File: config.mk
export PLATFORM = sky130hd
export DESIGN_NAME = memlcd_frame_scheduler
export DESIGN_NICKNAME = d
export VERILOG_FILES = /design/src/rtl/memlcd_frame_scheduler.sv
export SDC_FILE = /design/constraint.sdc
export NUM_CORES = 1
export LEC_CHECK = 0
export CORE_MARGIN = 2
export CORE_UTILIZATION = 53
export CTS_CLUSTER_SIZE = 28
export DETAILED_ROUTE_END_ITERATION = 7
export PLACE_DENSITY = 0.76
export SETUP_SLACK_MARGIN = 0.4
export SYNTH_ARGS = -nofsm -noshare
export SYNTH_HDL_FRONTEND = slang
export SYNTH_SLANG_ARGS = --single-unit
export TNS_END_PERCENT = 20
File: constraint.sdc
create_clock -name i_clk -period 2 [get_ports i_clk]
set_input_delay 0.4 -clock i_clk [delete_from_list [all_inputs] [get_ports i_clk]]
set_output_delay 0.4 -clock i_clk [all_outputs]
set_load 0.05 [all_outputs]
File: src/rtl/memlcd_frame_scheduler.sv
// Frame/line sequencer and VCOM polarity generator for the memory-LCD driver path.
// Optional build macro VCOM_SYNC_EN: defer VCOM phase toggles out of the active scan.
//
// state     | meaning
// ----------+---------------------------------------------------------
// IDLE      | scheduler parked, no frame in progress
// WAIT_DATA | waiting for a buffered line and the minimum frame period
// START     | one-cycle frame start pulse, line address cleared
// LINE      | requesting the driver to shift out the current line
// FILL      | waiting for the next line to land in the FIFO
// GAP       | frame finished or abandoned, decide whether to continue
module memlcd_frame_scheduler #(
   parameter int LINES            = 240,
   parameter int MIN_FRAME_CYCLES = 1_666_666,
   parameter int VCOM_HALF        = 50_000_000,
   parameter int LINE_TIMEOUT     = 4096
) (
   input  logic                     i_clk,
   input  logic                     i_reset_n,
   input  logic                     i_enable,
   input  logic                     i_vcom_start,
   input  logic                     i_wfull,
   input  logic                     i_wfull_almost,
   input  logic                     i_rempty,
   input  logic                     i_rempty_almost,
   input  logic                     i_line_done,
   output logic                     o_frame_start,
   output logic                     o_line_req,
   output logic [$clog2(LINES)-1:0] o_line_addr,
   output logic                     o_spi_cts,
   output logic                     o_va,
   output logic                     o_vb,
   output logic                     o_vcom,
   output logic                     o_busy,
   output logic                     o_underrun,
   output logic [7:0]               o_frame_cnt
);

   localparam int AW = $clog2(LINES);
   localparam int PW = $clog2(MIN_FRAME_CYCLES + 1);
   localparam int VW = (VCOM_HALF > 1) ? $clog2(VCOM_HALF) : 1;
   localparam int TW = (LINE_TIMEOUT > 1) ? $clog2(LINE_TIMEOUT) : 1;

   localparam logic [AW-1:0] LAST_LINE  = AW'(LINES - 1);
   localparam logic [PW-1:0] PERIOD_MAX = PW'(MIN_FRAME_CYCLES);
   localparam logic [PW-1:0] PERIOD_OK  = PW'(MIN_FRAME_CYCLES - 1);
   localparam logic [VW-1:0] VCOM_LAST  = VW'(VCOM_HALF - 1);
   localparam logic [TW-1:0] TO_LAST    = TW'(LINE_TIMEOUT - 1);

   typedef enum logic [2:0] {
      IDLE,
      WAIT_DATA,
      START,
      LINE,
      FILL,
      GAP
   } state_t;

   state_t          state;
   state_t          state_nxt;
   logic [PW-1:0]   period_cnt;
   logic [TW-1:0]   timeout_cnt;
   logic [AW-1:0]   line_addr;
   logic [7:0]      frame_cnt;
   logic [VW-1:0]   vcom_cnt;
   logic            vcom_phase;
   logic            vcom_phase_nxt;
   logic            vcom_due;
   logic            vcom_toggle;
   logic            vb_q;
   logic            frame_start_q;
   logic            line_req_q;
   logic            busy_q;
   logic            underrun_q;
   logic            cts_q;
   logic            period_ok;
   logic            last_line;
   logic            frame_done;
   logic            line_adv;
   logic            underrun_hit;

   // Read-side empty is implied by almost-empty, so it never steers the FSM.
   logic unused_rempty;
   assign unused_rempty = i_rempty;

   // A new frame may launch on the edge that completes MIN_FRAME_CYCLES clocks
   // since the previous pulse, giving an exact period when data is always ready.
   assign period_ok    = (period_cnt >= PERIOD_OK);
   assign last_line    = (line_addr == LAST_LINE);
   assign frame_done   = (state == LINE) && i_line_done && last_line;
   assign line_adv     = (state == LINE) && i_line_done && !last_line;
   assign underrun_hit = (state == FILL) && i_rempty_almost && (timeout_cnt == TO_LAST);

   always_comb begin
      state_nxt = state;
      case (state)
         IDLE: begin
            if (i_enable) state_nxt = WAIT_DATA;
         end
         WAIT_DATA: begin
            if (!i_enable)                          state_nxt = IDLE;
            else if (!i_rempty_almost && period_ok) state_nxt = START;
         end
         START: begin
            state_nxt = LINE;
         end
         LINE: begin
            if (i_line_done) state_nxt = last_line ? GAP : FILL;
         end
         FILL: begin
            if (!i_rempty_almost)  state_nxt = LINE;
            else if (underrun_hit) state_nxt = GAP;
         end
         GAP: begin
            state_nxt = i_enable ? WAIT_DATA : IDLE;
         end
         default: begin
            state_nxt = IDLE;
         end
      endcase
   end

   always_ff @(posedge i_clk or negedge i_reset_n) begin
      if (!i_reset_n) begin
         state         <= IDLE;
         frame_start_q <= 1'b0;
         line_req_q    <= 1'b0;
         busy_q        <= 1'b0;
      end else begin
         state         <= state_nxt;
         frame_start_q <= (state_nxt == START);
         line_req_q    <= (state_nxt == LINE);
         busy_q        <= (state_nxt != IDLE);
      end
   end

   always_ff @(posedge i_clk or negedge i_reset_n) begin
      if (!i_reset_n) begin
         period_cnt <= PERIOD_MAX;
      end else if (state_nxt == START) begin
         period_cnt <= '0;
      end else if (period_cnt != PERIOD_MAX) begin
         period_cnt <= period_cnt + PW'(1);
      end
   end

   always_ff @(posedge i_clk or negedge i_reset_n) begin
      if (!i_reset_n) begin
         line_addr <= '0;
      end else if (state_nxt == START) begin
         line_addr <= '0;
      end else if (line_adv) begin
         line_addr <= line_addr + AW'(1);
      end
   end

   // Held at zero outside FILL so every FILL visit starts a fresh budget.
   always_ff @(posedge i_clk or negedge i_reset_n) begin
      if (!i_reset_n) begin
         timeout_cnt <= '0;
      end else if (state != FILL) begin
         timeout_cnt <= '0;
      end else if (timeout_cnt != TO_LAST) begin
         timeout_cnt <= timeout_cnt + TW'(1);
      end
   end

   always_ff @(posedge i_clk or negedge i_reset_n) begin
      if (!i_reset_n) begin
         frame_cnt  <= 8'd0;
         underrun_q <= 1'b0;
      end else begin
         if (frame_done) frame_cnt <= frame_cnt + 8'd1;
         if (!i_enable)         underrun_q <= 1'b0;
         else if (underrun_hit) underrun_q <= 1'b1;
      end
   end

   // Clear-to-send hysteresis: drop near full, re-arm only once the reader has drained.
   always_ff @(posedge i_clk or negedge i_reset_n) begin
      if (!i_reset_n) begin
         cts_q <= 1'b0;
      end else if (i_wfull || i_wfull_almost) begin
         cts_q <= 1'b0;
      end else if (i_rempty_almost) begin
         cts_q <= 1'b1;
      end
   end

   assign vcom_due = i_vcom_start && (vcom_cnt == VCOM_LAST);

`ifdef VCOM_SYNC_EN
   logic vcom_pend;
   logic vcom_safe;

   assign vcom_safe   = (state == IDLE) || (state == WAIT_DATA) || (state == GAP);
   assign vcom_toggle = (vcom_due || vcom_pend) && vcom_safe;

   always_ff @(posedge i_clk or negedge i_reset_n) begin
      if (!i_reset_n) begin
         vcom_pend <= 1'b0;
      end else if (!i_vcom_start || vcom_toggle) begin
         vcom_pend <= 1'b0;
      end else if (vcom_due) begin
         vcom_pend <= 1'b1;
      end
   end
`else
   assign vcom_toggle = vcom_due;
`endif

   assign vcom_phase_nxt = vcom_phase ^ vcom_toggle;

   always_ff @(posedge i_clk or negedge i_reset_n) begin
      if (!i_reset_n) begin
         vcom_cnt   <= '0;
         vcom_phase <= 1'b0;
         vb_q       <= 1'b0;
      end else if (!i_vcom_start) begin
         vcom_cnt   <= '0;
         vcom_phase <= 1'b0;
         vb_q       <= 1'b0;
      end else begin
         vcom_cnt   <= (vcom_cnt == VCOM_LAST) ? '0 : vcom_cnt + VW'(1);
         vcom_phase <= vcom_phase_nxt;
         vb_q       <= ~vcom_phase_nxt;
      end
   end

   assign o_frame_start = frame_start_q;
   assign o_line_req    = line_req_q;
   assign o_line_addr   = line_addr;
   assign o_spi_cts     = cts_q;
   assign o_va          = vcom_phase;
   assign o_vb          = vb_q;
   assign o_vcom        = vcom_phase;
   assign o_busy        = busy_q;
   assign o_underrun    = underrun_q;
   assign o_frame_cnt   = frame_cnt;

endmodule

==> impl_metrics.py, run 1 <==
metrics = {
    "placement": {
        "place_congestion": 0.8397,
        "place_area_mm2": 0.005176,
        "port_buffers": 31,
        "dp_hpwl_um": 6134,
        "placed_cells": 608,
    },
    "sta": {
        "finalMaxSlewViolations": 0,
        "holdWs_ns": 0.06216,
        "fin_crit_sh_pct": 103.6,
        "fmax_mhz": 482.5,
        "worstMarginPinSlew_ns": 0.4737,
        "setup_slack_ns": -0.07258,
        "hold_violations": 0,
        "period_needed_ns": 2.073,
        "fin_skew_ns": 0.01277,
        "setup_viol": 26,
        "rsz0062_at_grt": "yes",
        "slew_headroom_pct": 67.61,
    },
    "grt": {
        "use_met2_pct": 37.88,
        "grt_overflow": 0,
        "antenna_found_initial": 0,
        "grt_pass1_wl_um": 16380,
        "grt_pass1_vias": 3655,
        "grt_use_met3_pct": 4.777,
        "top_usage_layer": "met2",
        "grt_max_degree": 86,
        "grtUsageMet1_pct": 29.31,
        "grt_usage_pct": 22.79,
    },
    "die": {
        "io_pins": 33,
        "fp.dieW_um": 95.83,
        "start_util_pct": 54.67,
        "dieArea_mm2": 0.009183,
        "die_h_um": 95.83,
        "coreArea_mm2": 0.008175,
        "row_count": 33,
    },
    "drt": {
        "wl_um": 9792,
        "wire_per_inst_um": 15.59,
        "num_vias": 3728,
        "detail-route-antenna-nets": 0,
        "via_per_inst": 5.936,
        "first_pass_iters": 4,
        "first_iter_violations": 172,
        "drc": 0,
    },
    "worst_setup_path": {
        "cp-start-kind": "register",
        "path_class": "reg -> reg",
        "worstPathCellList": "or4b_4, nor4_4, a311o_1, buf_6, buf_12, o211ai_1",
        "crit_arrival_ns": 2.30,
        "end_kind": "register",
        "startpoint": "period_cnt[16]",
        "r2r_cells": 6,
        "reg2reg_to": "state[0]",
        "cpPeakStageDelay_ns": 0.53,
        "r2r_start": "period_cnt[16]",
        "r2r_setup_slack_ns": -0.07,
        "cp_slowest_cell": "dfstp_2",
        "crit_required_ns": 2.22,
        "critPathMaxFanout": 13,
    },
    "synthesis": {
        "syn_nets": 473,
        "ys.flop_type": "dfrtp_1",
        "synth_warnings": 0,
        "ys_ff_latch": 85,
        "syn_avg_cell_area_um2": 9.780,
        "synth_area_mm2": 0.004469,
        "synthCells": 457,
        "async_reset_ff_share_pct": 100.0,
        "yosysSeqAreaShare_pct": 47.93,
        "synth-edff-count": 0,
        "synth_cell_types": 53,
    },
    "job": {
        "drv_cap": 0,
    },
    "cells_and_area": {
        "seqCellArea_mm2": 0.002147,
        "area_growth_syn_to_layout_pct": 26.85,
        "stdcell_count": 628,
        "design_area_mm2": 0.005669,
        "n_fill_cell": 626,
        "antenna_cells": 0,
        "final_net_count": 534,
        "multi_input_area_mm2": 0.002489,
        "drive_gt1_share_pct": 29.06,
    },
    "power": {
        "finalPower_mw": 3.618,
        "powerDensity_mw_per_mm2": 638.1,
        "ir_drop_mv": 0.8285,
        "p_int_mw": 2.555,
        "p_sw_share_pct": 29.39,
        "switchingPower_mw": 1.063,
        "seqPwrFrac_pct": 51.6,
        "p_clk_share_pct": 33.4,
        "power_frac_comb_pct": 14.9,
        "leakage_nw": 2.285,
    },
    "clock_network": {
        "clk_latency_ns": 0.35,
        "cts_sinks": 85,
        "cts.path.max_buffers": 2,
        "clk_pin_slew_ns": 0.08,
        "htreeDepth": 3,
        "root_buffer": "clkbuf_8",
        "cts_tree": "yes",
        "numCtsBuffers": 9,
    },
    "run_status": {
        "violations": "setup timing",
        "status": "finished with violations",
    },
    "min_path": {
        "min-delay-path-class": "in -> async",
    },
}
## worst max-delay path by stage
stage               slack, ns             end  cells after the start
CTS                     -0.02   period_cnt[1]                      4
global placement        -0.04   period_cnt[0]                      4
floorplan               -0.02   period_cnt[0]                      4
finish                  -0.07        state[0]                      6
detailed placement      -0.09   period_cnt[0]                      4
global route            -0.15  period_cnt[15]                      6
## what timing repair did
item / CTS / global route
endpoints found under the hold margin: 0 / 0
pin swaps: 35 / 25
hold buffers: 0 / 0
gates cloned: 1 / 0
endpoints found under the setup margin: 82 / 78
setup buffers: 3 / 0
gates resized for setup: 105 / 29
## metrics by stage
stage | worst slack (ns) | util [%] | setup TNS, ns
floorplan | -0.02297 | - | -0.02769
finish | -0.07258 | 69.35 | -0.8860
global placement | -0.03504 | 63.32 | -0.04623
global route | -0.1475 | 69.35 | -3.251
CTS | -0.02397 | 68.64 | -0.08372
detailed placement | -0.09083 | 63.32 | -0.1804
## state kept, by name, summed over array words and instances, names as in the netlist, 3 cells and up
register / count
o_frame_cnt: 8
o_line_addr: 8
vcom_cnt: 26
period_cnt: 21
timeout_cnt: 12
state: 3
## placed cells by master, fill, tap and decap left out, types with 9 or more instances in the layout
cell type,netlist,routed
dfrtp_1,73,69
xor2_1,12,12
a21oi_2,1,9
nand3_1,24,23
clkbuf_8,0,9
nor3_1,15,13
inv_1,11,10
nor2_1,31,19
clkdlybuf4s15_2,0,14
nand2_1,34,33
a21oi_1,34,26
or3_1,13,13
o21ai_0,18,18
dfstp_2,12,12
buf_4,1,34
nor2_4,0,10
xnor2_1,28,27
nand4_1,17,17
## synthesized netlist by cell type (4+ instances only)
cell	instances	area, um2
or3_1	13	81.33
nand4_1	17	106.4
a211oi_1	8	60.06
dfstp_2	12	315.3
o21ai_0	18	90.09
nor2_1	31	116.4
nor3_1	15	75.07
xnor2_1	28	245.2
nand2b_1	5	31.28
nand2_1	34	127.6
ha_1	7	87.58
buf_2	6	30.03
and3_1	6	37.54
nor2b_1	4	25.02
nand3_1	24	120.1
inv_1	11	41.29
clkbuf_1	11	41.29
a22oi_1	8	60.06
nand4b_1	4	35.03
a31oi_1	6	37.54
nor4_1	9	56.30
mux2i_1	5	50.05
xor2_1	12	105.1
a21oi_1	34	170.2
o31ai_1	6	45.04
or4_1	8	60.06
and4_1	6	52.55
dfrtp_1	73	1827
## per-layer routing
metal  up-vias  part of all wire, %
li1       1808                    -
met5         -                    0
met4         0                  1.5
met1      1849                   45
met3        13                  2.9
met2        58                   50
## critical path, delay by kind of cell, from the launching register on
| kind | cells | cell delay [ns] |
|---|---|---|
| buffers and inverters | 2 | 0.26 |
| and+or+nand+nor | 2 | 0.79 |
| DFF | 1 | 0.53 |
| AOI/OAI and AO/OA | 2 | 0.37 |
## kinds of logic (layout without fill, tap and decap cells)
family,Yosys count,in the layout,share of synthesized area [%]
multiplexers,6,6,1.372
AO/OA/AOI/OAI,95,95,13.52
flip-flops,85,85,47.93
AND/OR/NAND/NOR,193,193,24.36
XOR/XNOR,40,40,7.839
buffers and inverters,31,97,3.024
adder cells (fa/ha/maj),7,7,1.960
## power groups by stage
stage	Sequential, mW	Combinational [mW]	Clock [mW]
floorplan	2.03	0.189	0
global placement	1.89	0.538	0
detailed placement	1.89	0.545	0
CTS	1.86	0.544	1.24
global route	1.88	0.584	1.30
finish	1.87	0.540	1.21
## area by class of cell
class	count	share of cell area [%]
well taps	105	2.317
repair buffers	70	11.83
multi-input cells	341	43.90
flip-flops and latches	85	37.87
clock inverters	5	1.037
clock buffers	11	2.317
inverters	11	0.7283
Power figures use the tool's default switching activity.
==> run 2, diff against run 1 <==
--- a/config.mk
+++ b/config.mk
@@ -9,6 +9,7 @@
 export CORE_UTILIZATION = 53
 export CTS_CLUSTER_SIZE = 28
 export DETAILED_ROUTE_END_ITERATION = 7
+export HOLD_SLACK_MARGIN = 0.12
 export PLACE_DENSITY = 0.76
 export SETUP_SLACK_MARGIN = 0.4
 export SYNTH_ARGS = -nofsm -noshare
==> run 2 against run 1 <==
- the flow still finishes with violations (setup timing)
- sequential power about the same
- wire length about the same
- largest power group unchanged
- clock skew is essentially flat
- largest cell class unchanged
- core utilization increased by 0.12 points
- via count about the same
==> impl_metrics.py, run 2 (synthesis results as in run 1) <==
metrics = {
    "cells_and_area": {
        "design_area_mm2": 0.005679,
        "antenna_cells": 0,
        "drive_gt1_share_pct": 29.01,
        "final_net_count": 535,
        "area_growth_syn_to_layout_pct": 27.07,
        "final_cell_mix": "dfrtp_1 (69), buf_4 (34), nand2_1 (33), xnor2_1 (27), a21oi_1 (26)",
        "final_common_cell": "dfrtp_1",
        "final_util_pct": 69.47,
        "largest_registers": "vcom_cnt (26), period_cnt (21), timeout_cnt (12)",
        "top_register": "vcom_cnt",
        "stdcell_count": 629,
        "largest_reg_flops": 26,
    },
    "power": {
        "p_clk_share_pct": 33.4,
        "powerDensity_mw_per_mm2": 637.3,
        "p_int_mw": 2.556,
        "leakage_nw": 2.289,
        "power_frac_comb_pct": 15.0,
        "seqPwrFrac_pct": 51.6,
        "switchingPower_mw": 1.064,
        "p_sw_share_pct": 29.39,
        "finalPower_mw": 3.619,
        "ir_drop_mv": 0.8293,
    },
    "grt": {
        "grt_pass1_wl_um": 16380,
        "grt_usage_pct": 22.79,
        "grt_max_degree": 86,
        "grt_overflow": 0,
        "grt_pass1_vias": 3655,
        "antenna_found_initial": 0,
    },
    "clock_network": {
        "cts_sinks": 85,
        "htreeDepth": 3,
        "clk_pin_slew_ns": 0.09,
        "clk_latency_ns": 0.36,
        "cts_tree": "yes",
        "root_buffer": "clkbuf_8",
        "numCtsBuffers": 9,
        "cts.path.max_buffers": 2,
    },
    "worst_setup_path": {
        "end_kind": "register",
        "crit_required_ns": 2.23,
        "path_class": "reg -> reg",
        "crit_arrival_ns": 2.30,
        "cp-start-kind": "register",
        "critPathMaxFanout": 13,
    },
    "drt": {
        "wire_per_inst_um": 15.56,
        "first_pass_iters": 4,
        "drc": 0,
        "num_vias": 3729,
        "via_per_inst": 5.928,
        "first_iter_violations": 177,
        "detail-route-antenna-nets": 0,
        "wl_um": 9788,
    },
    "sta": {
        "fin_crit_sh_pct": 103.6,
        "setup_slack_ns": -0.07196,
        "setup_viol": 26,
        "slew_headroom_pct": 67.54,
        "fmax_mhz": 482.6,
        "worstMarginPinSlew_ns": 0.4746,
        "fin_skew_ns": 0.01276,
        "holdWs_ns": 0.4946,
        "finalMaxSlewViolations": 0,
        "rsz0062_at_grt": "yes",
        "hold_violations": 0,
        "period_needed_ns": 2.072,
    },
    "die": {
        "start_util_pct": 54.67,
        "io_pins": 33,
        "die_h_um": 95.83,
        "coreArea_mm2": 0.008175,
        "row_count": 33,
        "fp.dieW_um": 95.83,
        "dieArea_mm2": 0.009183,
    },
    "run_status": {
        "status": "finished with violations",
        "violations": "setup timing",
    },
    "placement": {
        "port_buffers": 31,
        "place_congestion": 0.8397,
        "dp_hpwl_um": 6134,
        "place_area_mm2": 0.005176,
        "placed_cells": 608,
    },
    "job": {
        "drv_cap": 0,
    },
    "min_path": {
        "min-delay-path-class": "reg -> reg",
    },
}
==> run 2: changes by cell type in the layout (fill, tap and decap cells not counted), sizes merged <==
cell and delta:
dlygate4sd3 +1
==> run 2: timing repair <==
action,4_1_cts,5_1_grt
endpoints found under the hold margin,73,0
pin swaps,35,25
setup endpoints to repair,82,78
cloned,1,0
resized for setup,105,29
setup buffers,3,0
hold buffers,1,0
==> run 2: through the flow <==
| stage | setup TNS, ns | setup slack [ns] |
|---|---|---|
| final | -0.8752 | -0.07196 |
| after global placement | -0.04623 | -0.03504 |
| after CTS | -0.08372 | -0.02397 |
| after detailed placement | -0.1804 | -0.09083 |
| after floorplan | -0.02769 | -0.02297 |
| after global routing | -3.251 | -0.1475 |
==> run 2: path summary, 6_finish.rpt <==
kind                                 from              to  slack (ns)  cells past startpoint
min in group asynchronous       i_reset_n  timeout_cnt[8]        0.61                      3
setup / recovery           period_cnt[16]        state[0]       -0.07                      6
hold reg to reg            o_frame_cnt[7]  o_frame_cnt[7]        0.49                      1
hold / removal             o_frame_cnt[7]  o_frame_cnt[7]        0.49                      1
setup reg to reg           period_cnt[16]        state[0]       -0.07                      6
max in group asynchronous       i_reset_n   period_cnt[6]        1.01                      3
==> run 2: per-layer routing <==
metal,up-vias,global-route usage (%),wire [um]
met5,-,0,0
met1,1835,29.31,4390
met3,15,4.777,342
met4,0,8.810,153
li1,1806,-,-
met2,73,37.88,4903
==> run 2: worst max-delay path, stage by stage, from the launching register on <==
cell and delay, ns:
dfstp_2 0.53, or4b_4 0.50, nor4_4 0.29, a311o_1 0.27
buf_6 0.13, buf_12 0.13, o211ai_1 0.10
==> run 2: area by class of cell <==
cell class / count / area [um2]
Inverter: 11 / 41.29
Timing Repair Buffer: 71 / 680.7
Multi-Input combinational cell: 341 / 2489
Clock inverter: 5 / 58.81
Fill cell: 625 / 2496
Clock buffer: 11 / 131.4
Sequential cell: 85 / 2147
Tap cell: 105 / 131.4
==> run 2: power by group through the flow <==
stage,sequential (mW),combinational (mW),clock [mW]
6_report,1.87,0.542,1.21
5_1_grt,1.88,0.585,1.30
4_1_cts,1.86,0.546,1.24
3_5_place_dp,1.89,0.545,0
3_3_place_gp,1.89,0.538,0
2_1_floorplan,2.03,0.189,0
==> run 3, diff against run 2 <==
--- a/config.mk
+++ b/config.mk
@@ -10,6 +10,7 @@
 export CTS_CLUSTER_SIZE = 28
 export DETAILED_ROUTE_END_ITERATION = 7
 export HOLD_SLACK_MARGIN = 0.12
+export MAX_ROUTING_LAYER = met4
 export PLACE_DENSITY = 0.76
 export SETUP_SLACK_MARGIN = 0.4
 export SYNTH_ARGS = -nofsm -noshare
==> run 3 against run 2 <==
- the flow still finishes with violations (setup timing)
- sequential power is essentially flat
- via count increased by 0.51%
- clock skew is essentially flat
- register-to-register slack hardly changed
- critical path type unchanged
- critical endpoint unchanged
- largest power group unchanged
==> impl_metrics.py, run 3 (synthesis results as in run 1) <==
metrics = {
    "worst_setup_path": {
        "worstPathCellList": "or4b_4, nor4_4, a311o_1, buf_6, buf_12, o211ai_1",
        "crit_arrival_ns": 2.30,
        "cp-start-kind": "register",
        "crit_family": "simple AND/OR/NAND/NOR gates",
        "end_kind": "register",
        "r2r_start": "period_cnt[16]",
        "critPathMaxFanout": 13,
        "crit_buf_inv": 2,
        "path_class": "reg -> reg",
        "cpPeakStageDelay_ns": 0.53,
        "startpoint": "period_cnt[16]",
        "cp_slowest_cell": "dfstp_2",
        "crit_required_ns": 2.22,
    },
    "cells_and_area": {
        "largest_registers": "vcom_cnt (26), period_cnt (21), timeout_cnt (12)",
        "final_net_count": 535,
        "largest_reg_flops": 26,
        "seqCellArea_mm2": 0.002147,
        "design_area_mm2": 0.005679,
        "n_fill_cell": 625,
        "final_common_cell": "dfrtp_1",
        "drive_gt1_share_pct": 29.01,
        "final_cell_mix": "dfrtp_1 (69), buf_4 (34), nand2_1 (33), xnor2_1 (27), a21oi_1 (26)",
        "area_growth_syn_to_layout_pct": 27.07,
        "multi_input_area_mm2": 0.002489,
        "antenna_cells": 0,
        "top_register": "vcom_cnt",
    },
    "drt": {
        "drc": 0,
        "first_pass_iters": 4,
        "detail-route-antenna-nets": 0,
        "first_iter_violations": 187,
        "wire_per_inst_um": 15.57,
        "num_vias": 3748,
        "via_per_inst": 5.959,
        "wl_um": 9791,
    },
    "placement": {
        "dp_hpwl_um": 6134,
        "place_area_mm2": 0.005176,
        "place_congestion": 0.8528,
        "port_buffers": 31,
    },
    "clock_network": {
        "numCtsBuffers": 9,
        "clk_latency_ns": 0.35,
        "cts.path.max_buffers": 2,
        "clk_pin_slew_ns": 0.09,
        "cts_sinks": 85,
        "htreeDepth": 3,
        "root_buffer": "clkbuf_8",
        "cts_tree": "yes",
    },
    "grt": {
        "grt_max_degree": 86,
        "antenna_found_initial": 0,
        "grt_overflow": 0,
        "grt_usage_pct": 23.49,
        "grt_pass1_wl_um": 16390,
        "grt_pass1_vias": 3657,
    },
    "die": {
        "dieArea_mm2": 0.009183,
        "fp.dieW_um": 95.83,
        "start_util_pct": 54.67,
        "coreArea_mm2": 0.008175,
        "row_count": 33,
        "die_h_um": 95.83,
        "io_pins": 33,
    },
    "sta": {
        "holdWs_ns": 0.4946,
        "fin_crit_sh_pct": 103.6,
        "finalMaxSlewViolations": 0,
        "rsz0062_at_grt": "yes",
        "setup_viol": 26,
        "period_needed_ns": 2.073,
        "slew_headroom_pct": 67.54,
        "fmax_mhz": 482.5,
        "fin_skew_ns": 0.01272,
        "setup_slack_ns": -0.07268,
        "worstMarginPinSlew_ns": 0.4746,
        "hold_violations": 0,
    },
    "power": {
        "power_frac_comb_pct": 15.0,
        "ir_drop_mv": 0.8268,
        "p_int_mw": 2.556,
        "switchingPower_mw": 1.060,
        "leakage_nw": 2.289,
        "p_sw_share_pct": 29.32,
        "seqPwrFrac_pct": 51.7,
        "p_clk_share_pct": 33.4,
        "powerDensity_mw_per_mm2": 636.7,
    },
    "min_path": {
        "min-delay-path-class": "reg -> reg",
        "hp-start": "o_frame_cnt[7]",
    },
    "run_status": {
        "violations": "setup timing",
        "status": "finished with violations",
    },
    "job": {
        "drv_cap": 0,
    },
}
## run 3: cell counts in the layout (fill, tap and decap cells not counted)
No cell type changed its count.
## run 3: power by group through the flow
stage,registers [mW],clock network [mW],logic (mW)
global placement,1.89,0,0.538
finish,1.87,1.21,0.541
global route,1.88,1.30,0.585
floorplan,2.03,0,0.189
detailed placement,1.89,0,0.545
CTS,1.86,1.24,0.546
## run 3: timing repair
item                                    CTS  global route
cloned                                    1             0
hold endpoints to repair                 73             0
pin swaps                                35            25
hold buffers                              1             0
gates resized for setup                 105            29
endpoints found under the setup margin   82            78
buffers inserted                          3             0
## run 3: final timing paths
path	end	slack (ns)	cells after the start
worst max-delay path	state[0]	-0.07	6
worst min-delay path	o_frame_cnt[7]	0.49	1
worst max register to register	state[0]	-0.07	6
worst min register to register	o_frame_cnt[7]	0.49	1
max in group asynchronous	period_cnt[6]	1.01	3
min in group asynchronous	timeout_cnt[8]	0.61	3
## run 3: through the flow
step / power (mW) / utilization (%) / setup WS [ns] / cells / TNS, ns
2_1_floorplan: 2.218 / - / -0.02297 / 457 / -0.02769
3_3_place_gp: 2.427 / 63.32 / -0.03504 / 608 / -0.04623
3_5_place_dp: 2.439 / 63.32 / -0.09083 / 608 / -0.1804
4_1_cts: 3.647 / 68.76 / -0.02397 / 629 / -0.08372
5_1_grt: 3.762 / 69.47 / -0.1475 / 629 / -3.251
6_report: 3.616 / 69.47 / -0.07268 / 629 / -0.9075
## run 3: layout make-up
| type | instances | area share [%] |
|---|---|---|
| Clock inverter | 5 | 1.035 |
| Tap cell | 105 | 2.313 |
| Clock buffer | 11 | 2.313 |
| Timing Repair Buffer | 71 | 11.99 |
| Inverter | 11 | 0.7270 |
| Multi-Input combinational cell | 341 | 43.82 |
| Sequential cell | 85 | 37.81 |
## run 3: per-layer routing
layer  vias to the layer above  global-route usage [%]  part of all wire, %
met2                        75                   37.76                   50
li1                       1803                       -                    -
met5                         -                       -                    0
met4                         0                   8.810                  1.5
met1                      1854                   29.56                   45
met3                        16                   4.699                  3.2
